### src/rtl/pepper_window_corrector.sv
// Serial 3x3 pepper-noise corrector: accumulates non-pepper neighbours of a raster-order
// window and replaces a pepper centre with their truncated mean from a restoring divider.
module pepper_window_corrector #(
  parameter int unsigned DIV_BITS = 11
) (
  input  logic       clk,
  input  logic       rst,
  input  logic [7:0] pix_in,
  input  logic       pix_valid,
  output logic       pix_ready,
  output logic [7:0] out_pix,
  output logic       out_corrected,
  output logic       out_valid,
  input  logic       out_ready
);

  localparam logic [1:0] ST_LOAD = 2'd0;
  localparam logic [1:0] ST_DIV  = 2'd1;
  localparam logic [1:0] ST_OUT  = 2'd2;

  localparam logic [3:0] IDX_CENTRE = 4'd4;
  localparam logic [3:0] IDX_LAST   = 4'd8;
  localparam logic [3:0] STEP_LAST  = 4'(DIV_BITS - 1);

  logic [1:0]          state_q, state_d;
  logic [3:0]          idx_q, idx_d;
  logic [DIV_BITS-1:0] sum_q, sum_d;
  logic [3:0]          cnt_q, cnt_d;
  logic [7:0]          ctr_q, ctr_d;
  logic                ctr_pep_q, ctr_pep_d;
  logic [DIV_BITS-1:0] quo_q, quo_d;
  logic [2:0]          rem_q, rem_d;
  logic [3:0]          step_q, step_d;
  logic [7:0]          out_pix_q, out_pix_d;
  logic                out_corr_q, out_corr_d;

  logic                pix_pep;
  logic [3:0]          rem_shift;
  logic                rem_ge;

  assign pix_pep = (pix_in == 8'h00);

  // Divisor never exceeds 8, so the partial remainder stays below 8 and the
  // shifted remainder fits in 4 bits.
  assign rem_shift = {rem_q, quo_q[DIV_BITS-1]};
  assign rem_ge    = (rem_shift >= cnt_q);

  always_comb begin
    state_d    = state_q;
    idx_d      = idx_q;
    sum_d      = sum_q;
    cnt_d      = cnt_q;
    ctr_d      = ctr_q;
    ctr_pep_d  = ctr_pep_q;
    quo_d      = quo_q;
    rem_d      = rem_q;
    step_d     = step_q;
    out_pix_d  = out_pix_q;
    out_corr_d = out_corr_q;

    case (state_q)
      ST_LOAD: begin
        if (pix_valid) begin
          if (idx_q == IDX_CENTRE) begin
            ctr_d     = pix_in;
            ctr_pep_d = pix_pep;
          end else if (!pix_pep) begin
            sum_d = sum_q + DIV_BITS'(pix_in);
            cnt_d = cnt_q + 4'd1;
          end

          if (idx_q == IDX_LAST) begin
            idx_d = '0;
            // Decision uses the totals including pixel 8, hence the _d values.
            if (ctr_pep_q && (cnt_d != 4'd0)) begin
              state_d = ST_DIV;
              quo_d   = sum_d;
              rem_d   = '0;
              step_d  = '0;
            end else begin
              state_d    = ST_OUT;
              out_pix_d  = ctr_pep_q ? 8'h00 : ctr_q;
              out_corr_d = 1'b0;
            end
          end else begin
            idx_d = idx_q + 4'd1;
          end
        end
      end

      ST_DIV: begin
        rem_d  = 3'(rem_ge ? (rem_shift - cnt_q) : rem_shift);
        quo_d  = {quo_q[DIV_BITS-2:0], rem_ge};
        step_d = step_q + 4'd1;
        if (step_q == STEP_LAST) begin
          state_d    = ST_OUT;
          out_pix_d  = quo_d[7:0];
          out_corr_d = 1'b1;
        end
      end

      ST_OUT: begin
        if (out_ready) begin
          state_d = ST_LOAD;
          sum_d   = '0;
          cnt_d   = '0;
          idx_d   = '0;
        end
      end

      default: begin
        state_d = ST_LOAD;
      end
    endcase
  end

  always_ff @(posedge clk or posedge rst) begin
    if (rst) begin
      state_q    <= ST_LOAD;
      idx_q      <= '0;
      sum_q      <= '0;
      cnt_q      <= '0;
      ctr_q      <= '0;
      ctr_pep_q  <= 1'b0;
      quo_q      <= '0;
      rem_q      <= '0;
      step_q     <= '0;
      out_pix_q  <= '0;
      out_corr_q <= 1'b0;
    end else begin
      state_q    <= state_d;
      idx_q      <= idx_d;
      sum_q      <= sum_d;
      cnt_q      <= cnt_d;
      ctr_q      <= ctr_d;
      ctr_pep_q  <= ctr_pep_d;
      quo_q      <= quo_d;
      rem_q      <= rem_d;
      step_q     <= step_d;
      out_pix_q  <= out_pix_d;
      out_corr_q <= out_corr_d;
    end
  end

  assign pix_ready     = (state_q == ST_LOAD);
  assign out_valid     = (state_q == ST_OUT);
  assign out_pix       = out_pix_q;
  assign out_corrected = out_corr_q;

endmodule

### config.mk
export PLATFORM = sky130hd
export DESIGN_NAME = pepper_window_corrector
export DESIGN_NICKNAME = d
export VERILOG_FILES = /design/src/rtl/pepper_window_corrector.sv
export SDC_FILE = /design/constraint.sdc
export NUM_CORES = 1
export LEC_CHECK = 0
export BUFFER_PORTS_ARGS = -buffer_cell sky130_fd_sc_hd__buf_2
export CORE_UTILIZATION = 55
export DETAILED_ROUTE_END_ITERATION = 10
export GPL_TIMING_DRIVEN = 0
export PLACE_DENSITY = 0.76
export REMOVE_ABC_BUFFERS = 1
export SKIP_CTS_REPAIR_TIMING = 1
export SLEW_MARGIN = 25
export SYNTH_ARGS = -nofsm -noshare
export SYNTH_HDL_FRONTEND = slang
export SYNTH_SLANG_ARGS = --single-unit
export TNS_END_PERCENT = 50
### constraint.sdc
create_clock -name clk -period 2.6 [get_ports clk]
set_input_delay 0.13 -clock clk [delete_from_list [all_inputs] [get_ports clk]]
set_output_delay 0.13 -clock clk [all_outputs]
set_load 0.1 [all_outputs]
; After elaboration in Yosys (flattened, before gate mapping)
; Cells that the tools add are included.
; W data, S select, Z words.
[totals]
wordCells = 84
out_inout_bits = 11
ff_bits = 57
inputBits = 12
[op_classes]
n_eq_ne = 11
reduce_logical = 11
n_addsub = 5
muxes = 45
n_lt_le_gt_ge = 1
[ops]
columns = op, n
row1 = $mux W11, 7
row2 = $mux W4, 11
row3 = $pmux W11 S2, 2
row4 = $mux W8, 5
row5 = $pmux W4 S2, 3
row6 = $pmux W8 S2, 1
row7 = $add A4 B1 Y4 const B, 3
row8 = $mux W3, 4
row9 = $add A11 B8 Y11, 1
row10 = $mux W2, 5
row11 = $eq A4 B4 Y1 const B, 2
row12 = $logic_not A8 Y1, 1
row13 = $reduce_and A4 Y1, 2
row14 = $ne A2 B1 Y1 const B, 3
row15 = $ne A2 B2 Y1 const B, 3
row16 = $pmux W2 S3, 1
row17 = $pmux W3 S2, 1
row18 = $reduce_and A3 Y1, 2
row19 = $reduce_and A5 Y1, 1
row20 = $eq A4 B3 Y1 const B, 1
row21 = $ge A4 B4 Y1, 1
row22 = $mux W1, 4
row23 = $reduce_bool A2 Y1, 2
row24 = $reduce_bool A4 Y1, 1
row25 = 6 further kinds, 6

; Depth between registers and ports, before layout
; Gate-level depths: netlist of run 1.
[logic_depth]
word_depth = 11
ltp_mapped = 9

; Worst setup path before layout of run 1
; Ideal clock, no wire load.
[synth_path]
kind = reg2reg
startpoint = reg state_q[1]
endpoint = reg ctr_q[0]
setup_slack_ns = -0.638
t_arrival_ns = 3.113
stages_incl_launch_ff = 5
required_time_ns = 2.475
path_cell_list = dfrtp_1 nor2_1 nand2_1 nor2_1 mux2_2
[synth_via]
elab_chain_cells = 2
[synth_rtl]
columns = element, line_no
row1 = start: declaration, 25  ; logic [1:0] state_q, state_d;
row2 = start signal: assignment, 131  ; state_q <= state_d;
row3 = $logic_not A2 Y1, n/a
row4 = named net pix_ready, 10  ; output logic pix_ready,
row5 = $reduce_and A3 Y1 (no line), n/a
row6 = end signal: assignment, 135  ; ctr_q <= ctr_d;
row7 = end: declaration, 29  ; logic [7:0] ctr_q, ctr_d;
; The timed path passes the listed nets, and every way through them passes these cells.
; A chain may end at the register's enable or synchronous reset.

; Worst setup path in the final report of run 1
[layout_path]
startpoint = reg idx_q[0]
endpoint = reg out_pix_q[0] (netlist: out_pix[0])
[layout_via]
elab_chain_cells = 8
elab_cells_between_ends = 10
[layout_rtl]
columns = element, line_no
row1 = start: declaration, 26  ; logic [3:0] idx_q, idx_d;
row2 = start signal: assignment, 132  ; idx_q <= idx_d;
row3 = $eq A4 B3 Y1, 64  ; if (idx_q == IDX_CENTRE) begin
row4 = $mux W4, 64
row5 = $mux W4, 63  ; if (pix_valid) begin
row6 = $mux W4, 61  ; case (state_q)
row7 = $reduce_bool A4 Y1, 75  ; if (ctr_pep_q && (cnt_d != 4'd0)) begin
row8 = $logic_and A1 B1 Y1, 75
row9 = $ne A2 B2 Y1 (no line), n/a
row10 = $reduce_and A5 Y1 (no line) *, n/a
row11 = end signal: assignment, 140  ; out_pix_q <= out_pix_d;
row12 = end: declaration, 34  ; logic [7:0] out_pix_q, out_pix_d;
; Mark *: on every way between the ends. The rest lies on a longest branch, timed or not. The select of a mux whose other input is x is not followed.

==> flow_results.xml, run 1 <==
<?xml version="1.0" encoding="UTF-8"?>
<metrics>
  <group name="logic_synthesis">
    <metric name="synth.largest_area_cell" unit="">sky130_fd_sc_hd__dfrtp_1</metric>
    <metric name="synth_area_leaders" unit="">sky130_fd_sc_hd__dfrtp_1, sky130_fd_sc_hd__mux2_2, sky130_fd_sc_hd__ha_1</metric>
    <metric name="synth_compound_gate_area_share" unit="%">20.8</metric>
    <metric name="synth_simple_gate_area_share" unit="%">13.2</metric>
    <metric name="synth_enable_flop_cells" unit="">0</metric>
    <metric name="post_synth_fa_ha_maj_area_fraction" unit="%">7.55</metric>
    <metric name="number_of_register_bits_inferred_by_synthesis" unit="">57</metric>
    <metric name="synthMuxAreaShare" unit="%">10.3</metric>
    <metric name="synth_top_cell_area_share" unit="%">42.6</metric>
    <metric name="syn-instance-count" unit="">332</metric>
    <metric name="netlist-cell-type-count" unit="">51</metric>
    <metric name="main_combinational_cell_family_by_area_after_synthesis" unit="">compound AO/OA/AOI/OAI gates</metric>
    <metric name="synthesis.area" unit="um2">3350</metric>
    <metric name="synth.yosys.seq_area_share" unit="%">42.6</metric>
    <metric name="synthFlopType" unit="">sky130_fd_sc_hd__dfrtp_1</metric>
    <metric name="synth-xor-area-share" unit="%">2.09</metric>
    <metric name="synthArstFlopShare" unit="%">100</metric>
    <metric name="synth-warning-count" unit="">0</metric>
    <metric name="syn_avg_cell_area" unit="um2">10.1</metric>
  </group>
  <group name="floorplanning">
    <metric name="num_rows" unit="">28</metric>
    <metric name="initial_core_util" unit="%">56.9</metric>
    <metric name="die_w" unit="um">80.0</metric>
    <metric name="floorplan.io_pins" unit="">23</metric>
    <metric name="die_h" unit="um">80.0</metric>
    <metric name="core_ar" unit="um2">5890</metric>
    <metric name="design.die.area" unit="um2">6400</metric>
  </group>
  <group name="power_and_ir_drop">
    <metric name="vdd.ir_drop.worst" unit="mV">0.955</metric>
    <metric name="report.power.total" unit="mW">5.05</metric>
    <metric name="power_density" unit="nW/um2">1300</metric>
    <metric name="static-leakage-power" unit="nW">1.85</metric>
  </group>
  <group name="timing">
    <metric name="report.final.hold_viol_count" unit="">0</metric>
    <metric name="finalCritPeriodShare" unit="%">98.0</metric>
    <metric name="timing.final.setup_violations" unit="">0</metric>
    <metric name="fin_setup_tns" unit="ns">0</metric>
    <metric name="post-route-min-period" unit="ns">2.55</metric>
    <metric name="worst_slack" unit="ns">0.0517</metric>
    <metric name="max_freq" unit="MHz">392</metric>
    <metric name="max_slew_margin" unit="%">37.5</metric>
    <metric name="max_clock_skew" unit="ns">0.0126</metric>
    <metric name="tightestPinTransition" unit="ns">0.934</metric>
    <metric name="timing_max_transition_violations_final" unit="">0</metric>
  </group>
  <group name="grt">
    <metric name="vias_in_the_first_global_route" unit="">2488</metric>
    <metric name="antenna_violations_before_repair" unit="">0</metric>
    <metric name="globalRouteTotalUtil" unit="%">25.3</metric>
    <metric name="largest_net_degree_at_the_start_of_global_routing" unit="">35</metric>
    <metric name="global_route_wire_length_before_repair" unit="um">12000</metric>
    <metric name="remaining_overflow_grt" unit="">0</metric>
  </group>
  <group name="setup_path">
    <metric name="critical_path_peak_fanout" unit="">14</metric>
    <metric name="crit-reg2reg-capture" unit="">out_pix[0]</metric>
    <metric name="cp_delay_by_family_top" unit="">compound AO/OA/AOI/OAI gates</metric>
    <metric name="critical_path.n_buffers_inverters" unit="">3</metric>
    <metric name="critPathCaptureType" unit="">flop</metric>
    <metric name="crit_required" unit="ns">2.82</metric>
    <metric name="worstSetupStartpointType" unit="">flop</metric>
    <metric name="reg2reg_depth" unit="">10</metric>
    <metric name="rr_startpoint" unit="">idx_q[0]</metric>
    <metric name="rrSetupSlack" unit="ns">0.05</metric>
    <metric name="slowest_delay" unit="ns">0.44</metric>
    <metric name="critical_path.most_common_cell" unit="">sky130_fd_sc_hd__buf_4</metric>
    <metric name="crit_path_cell_trace" unit="">inv_1 -&gt; ha_1 -&gt; nand3b_1 -&gt; buf_4 -&gt; o21ai_4 -&gt; o21a_1 -&gt; o41ai_4 -&gt; buf_4 -&gt; o21bai_4 -&gt; mux2_2</metric>
    <metric name="timing.critical_path.arrival" unit="ns">2.77</metric>
    <metric name="path_class" unit="">reg2reg</metric>
    <metric name="crit_slowest_cell" unit="">sky130_fd_sc_hd__o41ai_4</metric>
  </group>
  <group name="job">
    <metric name="timing.max_cap.violations" unit="">0</metric>
  </group>
  <group name="routing">
    <metric name="drc" unit="">0</metric>
    <metric name="route.antenna.remaining_nets" unit="">0</metric>
    <metric name="routed_wire_length_per_instance" unit="um">16.5</metric>
    <metric name="first_drt_iteration_drcs" unit="">112</metric>
    <metric name="route.detailed.vias_per_inst" unit="">5.86</metric>
    <metric name="length_of_the_first_detailed_routing_pass_in_iterations" unit="">4</metric>
    <metric name="drt-total-wl" unit="um">7320</metric>
    <metric name="dr_total_vias" unit="">2602</metric>
  </group>
  <group name="clock_network">
    <metric name="cts_made_buffers" unit="">9</metric>
    <metric name="clkTransAtPathRegs" unit="ns">0.07</metric>
    <metric name="cts_max_path_buffers" unit="">2</metric>
    <metric name="htreeDepth" unit="">3</metric>
    <metric name="clock_sinks" unit="">57</metric>
    <metric name="tritoncts" unit="">done</metric>
    <metric name="clk_root_buffer_cell" unit="">sky130_fd_sc_hd__clkbuf_8</metric>
    <metric name="worstSkewPairLatency" unit="ns">0.34</metric>
  </group>
  <group name="outcome">
    <metric name="run_status" unit="">complete, no violations</metric>
  </group>
  <group name="finish">
    <metric name="layout_common_cells" unit="">sky130_fd_sc_hd__dfrtp_1, sky130_fd_sc_hd__nor2_1, sky130_fd_sc_hd__a21oi_1, sky130_fd_sc_hd__o21ai_0, sky130_fd_sc_hd__buf_2</metric>
    <metric name="ff_latch_area" unit="um2">1430</metric>
    <metric name="flow.area_growth_from_synthesis" unit="%">15.7</metric>
    <metric name="multi_input_area" unit="um2">1860</metric>
    <metric name="fillCellCount" unit="">452</metric>
    <metric name="antenna_cells_inserted" unit="">0</metric>
    <metric name="post_route_cells_drive_above_1_share" unit="%">24.7</metric>
    <metric name="design.final.nets" unit="">396</metric>
    <metric name="final_common_cell" unit="">sky130_fd_sc_hd__dfrtp_1</metric>
    <metric name="fin_cells" unit="">444</metric>
  </group>
  <group name="hold_path">
    <metric name="hold_depth" unit="">2</metric>
    <metric name="hold_class" unit="">in2reg</metric>
    <metric name="holdPathEnd" unit="">ctr_q[2]</metric>
    <metric name="hold_path_startpoint" unit="">pix_in[2]</metric>
  </group>
  <group name="placement">
    <metric name="dp_worst_setup_slack" unit="ns">-0.998</metric>
    <metric name="place.port_buffers" unit="">22</metric>
    <metric name="dp.cells" unit="">418</metric>
    <metric name="hpwl" unit="um">4890</metric>
    <metric name="finalWeightedCongestion" unit="">0.848</metric>
  </group>
</metrics>
[sequential cells by signal, summed over array words and instances, names as in the netlist]
signal	flops
state_q	2
cnt_q	4
sum_q	11
out_pix	8
ctr_q	8
out_corrected	1
idx_q	4
ctr_pep_q	1
rem_q	3
quo_q	11
step_q	4
[cell type report]
cell class                      count  area share, %
Sequential cell                    57           36.8
Clock buffer                       12           4.01
Inverter                           17           1.71
Timing Repair Buffer               34           5.94
Multi-Input combinational cell    246           48.1
Clock inverter                      3           1.03
Tap cell                           75           2.42
[through the flow]
step | util, % | area, um2 | hold slack (ns)
floorplan | - | 3300 | 0.239
global placement | 59.5 | 3500 | 0.338
detailed placement | 59.9 | 3530 | 0.123
CTS | 63.3 | 3720 | -0.241
global route | 65.8 | 3870 | 0.0604
finish | 65.8 | 3870 | 0.0633
[cell families after synthesis]
family	after synthesis
fa+ha+maj	19
simple gates	90
flops	57
buf+inv	29
compound gates	99
xor+xnor	8
mux	30
[worst max path at each step]
stage                          start          to  cells past startpoint  slack [ns]
after floorplan           state_q[1]    ctr_q[0]                      4       -0.64
after global placement     pix_in[4]    quo_q[5]                      7       -0.89
after detailed placement   pix_in[4]    quo_q[5]                      7        -1.0
after CTS                   idx_q[0]    quo_q[5]                      8       -0.85
after global routing        idx_q[0]  out_pix[0]                     10       -0.05
final                       idx_q[0]  out_pix[0]                     10        0.05
[power by group]
part	switching, mW	internal (mW)
Combinational	1.60	1.06
Sequential	0.302	1.26
Clock	0.347	0.486
Total	2.25	2.81
[synth_stat cells (3+ instances only)]
library cell               instances
sky130_fd_sc_hd__dfrtp_1          57
sky130_fd_sc_hd__nor2_1           31
sky130_fd_sc_hd__a21oi_1          23
sky130_fd_sc_hd__o21ai_0          23
sky130_fd_sc_hd__mux2_2           19
sky130_fd_sc_hd__nand2_1          19
sky130_fd_sc_hd__ha_1             17
sky130_fd_sc_hd__inv_1            17
sky130_fd_sc_hd__a21o_1           13
sky130_fd_sc_hd__clkbuf_1         11
sky130_fd_sc_hd__nand3_1          10
sky130_fd_sc_hd__mux2i_1           7
sky130_fd_sc_hd__a22o_1            6
sky130_fd_sc_hd__nor3b_1           6
sky130_fd_sc_hd__and3_1            5
sky130_fd_sc_hd__xnor2_1           5
sky130_fd_sc_hd__a21bo_2           4
sky130_fd_sc_hd__mux2_4            4
sky130_fd_sc_hd__nand2b_1          4
sky130_fd_sc_hd__nand3b_1          4
sky130_fd_sc_hd__o22ai_1           4
sky130_fd_sc_hd__nor3_1            3
sky130_fd_sc_hd__o21a_1            3
sky130_fd_sc_hd__xor2_1            3
[metal layers]
layer,global-route usage [%],up-vias,part of all wire [%]
li1,-,1263,-
met1,33.5,1268,45
met2,39.7,55,48
met3,7.31,16,4.9
met4,8.75,0,1.9
met5,0,-,0
Power figures use the tool's default switching activity.
==> run 2, diff against run 1 <==
--- a/config.mk
+++ b/config.mk
@@ -6,13 +6,15 @@
 export NUM_CORES = 1
 export LEC_CHECK = 0
 export BUFFER_PORTS_ARGS = -buffer_cell sky130_fd_sc_hd__buf_2
+export CAP_MARGIN = 20
+export CORE_MARGIN = 4
 export CORE_UTILIZATION = 55
 export DETAILED_ROUTE_END_ITERATION = 10
 export GPL_TIMING_DRIVEN = 0
 export PLACE_DENSITY = 0.76
 export REMOVE_ABC_BUFFERS = 1
 export SKIP_CTS_REPAIR_TIMING = 1
-export SLEW_MARGIN = 25
+export SLEW_MARGIN = 15
 export SYNTH_ARGS = -nofsm -noshare
 export SYNTH_HDL_FRONTEND = slang
 export SYNTH_SLANG_ARGS = --single-unit
==> run 2 against run 1 <==
  * Register-to-register slack better by 0.02 ns
  * Die area grew 16%
  * Worst setup slack better by 0.016 ns
  * Clock skew is essentially flat
  * Hold slack worse by 0.042 ns
  * Non-clock buffer count increased by 2
  * Global-route usage shrank 3.9 points
  * Core utilization down 0.094 points
  * Largest cell class unchanged
  * Count of clock-buffer cells in the layout unchanged
  * Final cell count up 0.45%
==> flow_results.xml, run 2 (synthesis results as in run 1) <==
<?xml version="1.0" encoding="UTF-8"?>
<metrics>
  <group name="finish">
    <metric name="antenna_cells_inserted" unit="">0</metric>
    <metric name="design.final.nets" unit="">398</metric>
    <metric name="flow.area_growth_from_synthesis" unit="%">16.2</metric>
    <metric name="final_design_area_no_fill" unit="um2">3890</metric>
    <metric name="post_route_cells_drive_above_1_share" unit="%">25.6</metric>
    <metric name="top_regs" unit="">quo_q: 11 flops, sum_q: 11 flops</metric>
    <metric name="layout_common_cells" unit="">sky130_fd_sc_hd__dfrtp_1, sky130_fd_sc_hd__nor2_1, sky130_fd_sc_hd__a21oi_1, sky130_fd_sc_hd__o21ai_0, sky130_fd_sc_hd__buf_2</metric>
    <metric name="fin_cells" unit="">446</metric>
    <metric name="fillCellCount" unit="">447</metric>
    <metric name="final_common_cell" unit="">sky130_fd_sc_hd__dfrtp_1</metric>
  </group>
  <group name="job">
    <metric name="timing.max_cap.violations" unit="">0</metric>
  </group>
  <group name="routing">
    <metric name="dr_total_vias" unit="">2629</metric>
    <metric name="length_of_the_first_detailed_routing_pass_in_iterations" unit="">4</metric>
    <metric name="drc" unit="">0</metric>
    <metric name="routed_wire_length_per_instance" unit="um">17.0</metric>
    <metric name="first_drt_iteration_drcs" unit="">124</metric>
    <metric name="route.antenna.remaining_nets" unit="">0</metric>
    <metric name="drt-total-wl" unit="um">7560</metric>
    <metric name="route.detailed.vias_per_inst" unit="">5.89</metric>
  </group>
  <group name="setup_path">
    <metric name="worstSetupStartpointType" unit="">flop</metric>
    <metric name="path_class" unit="">reg2reg</metric>
    <metric name="critPathCaptureType" unit="">flop</metric>
    <metric name="reg2reg_depth" unit="">11</metric>
    <metric name="slowest_delay" unit="ns">0.36</metric>
    <metric name="crit_slowest_cell" unit="">sky130_fd_sc_hd__dfrtp_1</metric>
    <metric name="critical_path_peak_fanout" unit="">7</metric>
    <metric name="timing.critical_path.arrival" unit="ns">2.75</metric>
    <metric name="critical_path.most_common_cell" unit="">sky130_fd_sc_hd__buf_6</metric>
    <metric name="crit_required" unit="ns">2.82</metric>
    <metric name="crit_path_cell_trace" unit="">inv_1 -&gt; ha_1 -&gt; nand3b_1 -&gt; buf_4 -&gt; o21a_4 -&gt; mux2i_4 -&gt; o41ai_4 -&gt; buf_6 -&gt; o31ai_4 -&gt; buf_6 -&gt; mux2_2</metric>
  </group>
  <group name="timing">
    <metric name="tightestPinTransition" unit="ns">1.12</metric>
    <metric name="report.final.hold_viol_count" unit="">0</metric>
    <metric name="post-route-min-period" unit="ns">2.53</metric>
    <metric name="max_slew_margin" unit="%">25.1</metric>
    <metric name="max_clock_skew" unit="ns">0.0124</metric>
    <metric name="timing.final.setup_violations" unit="">0</metric>
    <metric name="fin_setup_tns" unit="ns">0</metric>
    <metric name="max_freq" unit="MHz">395</metric>
    <metric name="finalCritPeriodShare" unit="%">97.4</metric>
    <metric name="timing_max_transition_violations_final" unit="">0</metric>
  </group>
  <group name="floorplanning">
    <metric name="die_w" unit="um">86.0</metric>
    <metric name="num_rows" unit="">28</metric>
    <metric name="core_ar" unit="um2">5920</metric>
    <metric name="initial_core_util" unit="%">56.6</metric>
    <metric name="floorplan.io_pins" unit="">23</metric>
    <metric name="design.die.area" unit="um2">7400</metric>
    <metric name="die_h" unit="um">86.0</metric>
  </group>
  <group name="clock_network">
    <metric name="clkTransAtPathRegs" unit="ns">0.07</metric>
    <metric name="tritoncts" unit="">done</metric>
    <metric name="clock_sinks" unit="">57</metric>
    <metric name="worstSkewPairLatency" unit="ns">0.35</metric>
    <metric name="cts_made_buffers" unit="">9</metric>
    <metric name="clk_root_buffer_cell" unit="">sky130_fd_sc_hd__clkbuf_8</metric>
    <metric name="cts_max_path_buffers" unit="">2</metric>
    <metric name="htreeDepth" unit="">3</metric>
  </group>
  <group name="power_and_ir_drop">
    <metric name="power_density" unit="nW/um2">1310</metric>
    <metric name="static-leakage-power" unit="nW">1.86</metric>
    <metric name="vdd.ir_drop.worst" unit="mV">0.995</metric>
  </group>
  <group name="grt">
    <metric name="largest_net_degree_at_the_start_of_global_routing" unit="">58</metric>
    <metric name="antenna_violations_before_repair" unit="">0</metric>
    <metric name="vias_in_the_first_global_route" unit="">2508</metric>
    <metric name="global_route_wire_length_before_repair" unit="um">12200</metric>
    <metric name="globalRouteTotalUtil" unit="%">21.4</metric>
    <metric name="remaining_overflow_grt" unit="">0</metric>
  </group>
  <group name="placement">
    <metric name="finalWeightedCongestion" unit="">0.831</metric>
    <metric name="hpwl" unit="um">4990</metric>
    <metric name="place.port_buffers" unit="">22</metric>
    <metric name="dpl_cell_area" unit="um2">3510</metric>
    <metric name="dp.cells" unit="">417</metric>
  </group>
  <group name="outcome">
    <metric name="run_status" unit="">complete, no violations</metric>
  </group>
  <group name="hold_path">
    <metric name="hold_depth" unit="">2</metric>
    <metric name="hold_class" unit="">in2reg</metric>
  </group>
</metrics>
-- run 2: changes by cell type in the layout (fill, tap and decap cells not counted) --
cell / before / now
sky130_fd_sc_hd__buf_6: 0 / 3
sky130_fd_sc_hd__buf_12: 2 / 0
sky130_fd_sc_hd__buf_4: 8 / 10
sky130_fd_sc_hd__a2111oi_0: 1 / 0
sky130_fd_sc_hd__a2111oi_1: 0 / 1
sky130_fd_sc_hd__dlygate4sd3_1: 2 / 1
sky130_fd_sc_hd__mux2i_1: 7 / 6
sky130_fd_sc_hd__mux2i_4: 0 / 1
sky130_fd_sc_hd__nand2b_1: 3 / 4
sky130_fd_sc_hd__nand2b_2: 1 / 0
sky130_fd_sc_hd__xnor2_1: 5 / 4
sky130_fd_sc_hd__xnor2_2: 0 / 1
-- run 2: critical path, delay by kind of cell (launching register included) --
| family | cells | cell delay (ns) |
|---|---|---|
| buf+inv | 4 | 0.58 |
| simple gates | 1 | 0.21 |
| compound gates | 3 | 0.45 |
| fa+ha+maj | 1 | 0.21 |
| flops | 1 | 0.36 |
| mux | 2 | 0.59 |
-- run 2: final cells by class --
cell class / instances / area [um2] / share of cell area [%]
multi-input cells: 246 / 1880 / 48.3
flip-flops and latches: 57 / 1430 / 36.7
clock inverters: 3 / 40.0 / 1.03
repair buffers: 36 / 229 / 5.88
inverters: 17 / 66.3 / 1.70
well taps: 75 / 93.8 / 2.41
clock buffers: 12 / 155 / 3.99
-- run 2: final timing paths --
check                      slack, ns         end       start
min                             0.02  state_q[1]   out_ready
max                             0.07    quo_q[4]    idx_q[0]
min reg2reg                     0.47  out_pix[3]  out_pix[3]
max in group asynchronous       1.68    sum_q[6]         rst
min in group asynchronous       0.44   step_q[3]         rst
max reg2reg                     0.07    quo_q[4]    idx_q[0]
-- run 2: power by group --
group | total (mW) | switching [mW] | internal, mW
Sequential | 1.57 | 0.305 | 1.26
Clock | 0.827 | 0.341 | 0.486
Combinational | 2.72 | 1.63 | 1.09
Total | 5.11 | 2.28 | 2.83
-- run 2: routing by layer --
metal  share of wire, %  GRT usage (%)
met1                 45           28.6
met2                 50           33.4
met3                4.2           5.19
met4                1.5           9.06
met5                  0              0
-- run 2: stage by stage --
stage	util [%]	worst slack (ns)	hold slack (ns)	power (mW)
floorplan	-	-0.638	0.239	3.61
global placement	59.1	-0.899	0.350	4.02
detailed placement	59.3	-0.930	0.300	4.14
CTS	62.6	-0.789	-0.0785	4.99
global route	65.7	-0.0459	0.0139	5.48
finish	65.7	0.0677	0.0215	5.11
==> run 3, diff against run 2 <==
--- a/config.mk
+++ b/config.mk
@@ -10,7 +10,6 @@
 export CORE_MARGIN = 4
 export CORE_UTILIZATION = 55
 export DETAILED_ROUTE_END_ITERATION = 10
-export GPL_TIMING_DRIVEN = 0
 export PLACE_DENSITY = 0.76
 export REMOVE_ABC_BUFFERS = 1
 export SKIP_CTS_REPAIR_TIMING = 1
==> run 3 against run 2 <==
  * Non-clock buffer count up 4
  * Clock skew down 0.0056 ns
  * Die area unchanged
  * Final cell count up 1.1%
  * Combinational power about the same
  * Hold slack better by 0.033 ns
  * Via count up 1.9%
  * Core utilization up 0.11 points
  * Critical path type unchanged
  * Highest routed layer unchanged
==> flow_results.xml, run 3 (synthesis results as in run 1) <==
<?xml version="1.0" encoding="UTF-8"?>
<metrics>
  <group name="timing">
    <metric name="max_clock_skew" unit="ns">0.00682</metric>
    <metric name="max_slew_margin" unit="%">40.4</metric>
    <metric name="report.final.hold_viol_count" unit="">0</metric>
    <metric name="tightestPinTransition" unit="ns">0.894</metric>
    <metric name="post-route-min-period" unit="ns">2.52</metric>
    <metric name="timing_max_transition_violations_final" unit="">0</metric>
    <metric name="max_freq" unit="MHz">397</metric>
    <metric name="timing.final.setup_violations" unit="">0</metric>
    <metric name="finalCritPeriodShare" unit="%">96.8</metric>
  </group>
  <group name="clock_network">
    <metric name="worstSkewPairLatency" unit="ns">0.35</metric>
    <metric name="clk_root_buffer_cell" unit="">sky130_fd_sc_hd__clkbuf_8</metric>
    <metric name="clkTransAtPathRegs" unit="ns">0.07</metric>
    <metric name="cts_made_buffers" unit="">9</metric>
    <metric name="cts_max_path_buffers" unit="">2</metric>
    <metric name="tritoncts" unit="">done</metric>
    <metric name="clock_sinks" unit="">57</metric>
    <metric name="htreeDepth" unit="">3</metric>
  </group>
  <group name="grt">
    <metric name="antenna_violations_before_repair" unit="">0</metric>
    <metric name="largest_net_degree_at_the_start_of_global_routing" unit="">32</metric>
    <metric name="vias_in_the_first_global_route" unit="">2656</metric>
    <metric name="global_route_wire_length_before_repair" unit="um">12500</metric>
    <metric name="remaining_overflow_grt" unit="">0</metric>
    <metric name="globalRouteTotalUtil" unit="%">21.8</metric>
  </group>
  <group name="power_and_ir_drop">
    <metric name="power_density" unit="nW/um2">1320</metric>
    <metric name="switching_power" unit="mW">2.33</metric>
    <metric name="internal_power" unit="mW">2.80</metric>
    <metric name="switching_share" unit="%">45.4</metric>
    <metric name="power_frac_comb" unit="%">52.6</metric>
    <metric name="report.power.total" unit="mW">5.14</metric>
    <metric name="static-leakage-power" unit="nW">1.86</metric>
    <metric name="vdd.ir_drop.worst" unit="mV">1.20</metric>
    <metric name="sequentialPowerShare" unit="%">30.7</metric>
    <metric name="power_frac_clock" unit="%">16.7</metric>
  </group>
  <group name="floorplanning">
    <metric name="core_ar" unit="um2">5920</metric>
    <metric name="design.die.area" unit="um2">7400</metric>
    <metric name="floorplan.io_pins" unit="">23</metric>
    <metric name="die_w" unit="um">86.0</metric>
    <metric name="die_h" unit="um">86.0</metric>
    <metric name="initial_core_util" unit="%">56.6</metric>
    <metric name="num_rows" unit="">28</metric>
  </group>
  <group name="placement">
    <metric name="finalWeightedCongestion" unit="">0.835</metric>
    <metric name="dp.cells" unit="">433</metric>
    <metric name="dpl_cell_area" unit="um2">3640</metric>
    <metric name="hpwl" unit="um">5320</metric>
    <metric name="place.port_buffers" unit="">22</metric>
  </group>
  <group name="routing">
    <metric name="length_of_the_first_detailed_routing_pass_in_iterations" unit="">4</metric>
    <metric name="routed_wire_length_per_instance" unit="um">16.6</metric>
    <metric name="drt-total-wl" unit="um">7500</metric>
    <metric name="first_drt_iteration_drcs" unit="">142</metric>
    <metric name="route.antenna.remaining_nets" unit="">0</metric>
    <metric name="dr_total_vias" unit="">2679</metric>
    <metric name="route.detailed.vias_per_inst" unit="">5.94</metric>
    <metric name="drc" unit="">0</metric>
  </group>
  <group name="finish">
    <metric name="layout_common_cells" unit="">sky130_fd_sc_hd__dfrtp_1, sky130_fd_sc_hd__nor2_1, sky130_fd_sc_hd__a21oi_1</metric>
    <metric name="final_design_area_no_fill" unit="um2">3900</metric>
    <metric name="fin_cells" unit="">451</metric>
    <metric name="final_common_cell" unit="">sky130_fd_sc_hd__dfrtp_1</metric>
    <metric name="top_regs" unit="">quo_q: 11 flops, sum_q: 11 flops</metric>
    <metric name="antenna_cells_inserted" unit="">0</metric>
    <metric name="flow.area_growth_from_synthesis" unit="%">16.4</metric>
    <metric name="post_route_cells_drive_above_1_share" unit="%">25.3</metric>
    <metric name="design.final.nets" unit="">402</metric>
  </group>
  <group name="setup_path">
    <metric name="critical_path_peak_fanout" unit="">3</metric>
    <metric name="worstSetupStartpointType" unit="">flop</metric>
    <metric name="critPathCaptureType" unit="">flop</metric>
    <metric name="path_class" unit="">reg2reg</metric>
    <metric name="timing.critical_path.arrival" unit="ns">2.75</metric>
    <metric name="crit_required" unit="ns">2.83</metric>
  </group>
  <group name="hold_path">
    <metric name="hold_class" unit="">in2reg</metric>
  </group>
  <group name="outcome">
    <metric name="run_status" unit="">complete, no violations</metric>
  </group>
  <group name="job">
    <metric name="timing.max_cap.violations" unit="">0</metric>
  </group>
</metrics>
==> run 3: critical path, cell delays in order (launching register included) <==
cell	delay (ns)
sky130_fd_sc_hd__dfrtp_1	0.41
sky130_fd_sc_hd__ha_1	0.22
sky130_fd_sc_hd__fa_2	0.39
sky130_fd_sc_hd__a211oi_2	0.24
sky130_fd_sc_hd__o21ai_1	0.12
sky130_fd_sc_hd__a21o_1	0.19
sky130_fd_sc_hd__a221o_1	0.32
sky130_fd_sc_hd__mux2_2	0.27
sky130_fd_sc_hd__mux2_2	0.26
==> run 3: layout make-up <==
class	count	area, um2
clock buffer	9	124
tap	75	93.8
fill	471	2020
timing repair buffer	40	275
sequential	57	1430
inverter	17	63.8
clock inverter	7	78.8
multi-input combinational	246	1840
==> run 3: metal layers <==
| metal | share of wire (%) | up-vias | GRT usage, % |
|---|---|---|---|
| li1 | - | 1281 | - |
| met1 | 46 | 1340 | 29.1 |
| met2 | 48 | 45 | 34.8 |
| met3 | 3.9 | 13 | 4.71 |
| met4 | 1.8 | 0 | 8.35 |
| met5 | 0 | - | 0 |
==> run 3: final timing paths <==
check | start | end | slack [ns] | cells past startpoint
max in group asynchronous | rst | sum_q[4] | 1.62 | 4
worst max-delay path | sum_q[0] | quo_q[6] | 0.08 | 8
worst max register to register | sum_q[0] | quo_q[6] | 0.08 | 8
worst min register to register | out_pix[2] | out_pix[2] | 0.47 | 1
worst min-delay path | pix_in[4] | ctr_q[4] | 0.05 | 2
min in group asynchronous | rst | idx_q[2] | 0.40 | 3
==> run 3: per-stage QoR <==
step	utilization (%)	worst slack, ns	hold WS, ns	setup TNS, ns
floorplan	-	-0.638	0.239	-14.68
global placement	61.6	0.0378	0.226	0
detailed placement	61.6	-0.0303	0.236	-0.0347
CTS	65.0	-0.179	-0.148	-0.230
global route	65.8	-0.0142	0.0512	-0.0286
finish	65.8	0.0838	0.0541	0
==> run 3: power by group through the flow <==
stage	registers [mW]	clock network (mW)	logic, mW
final	1.58	0.857	2.70
after global routing	1.63	0.910	2.97
after CTS	1.57	0.876	2.67
after detailed placement	1.58	0	2.65
after global placement	1.57	0	2.56
after floorplan	1.93	0	1.68
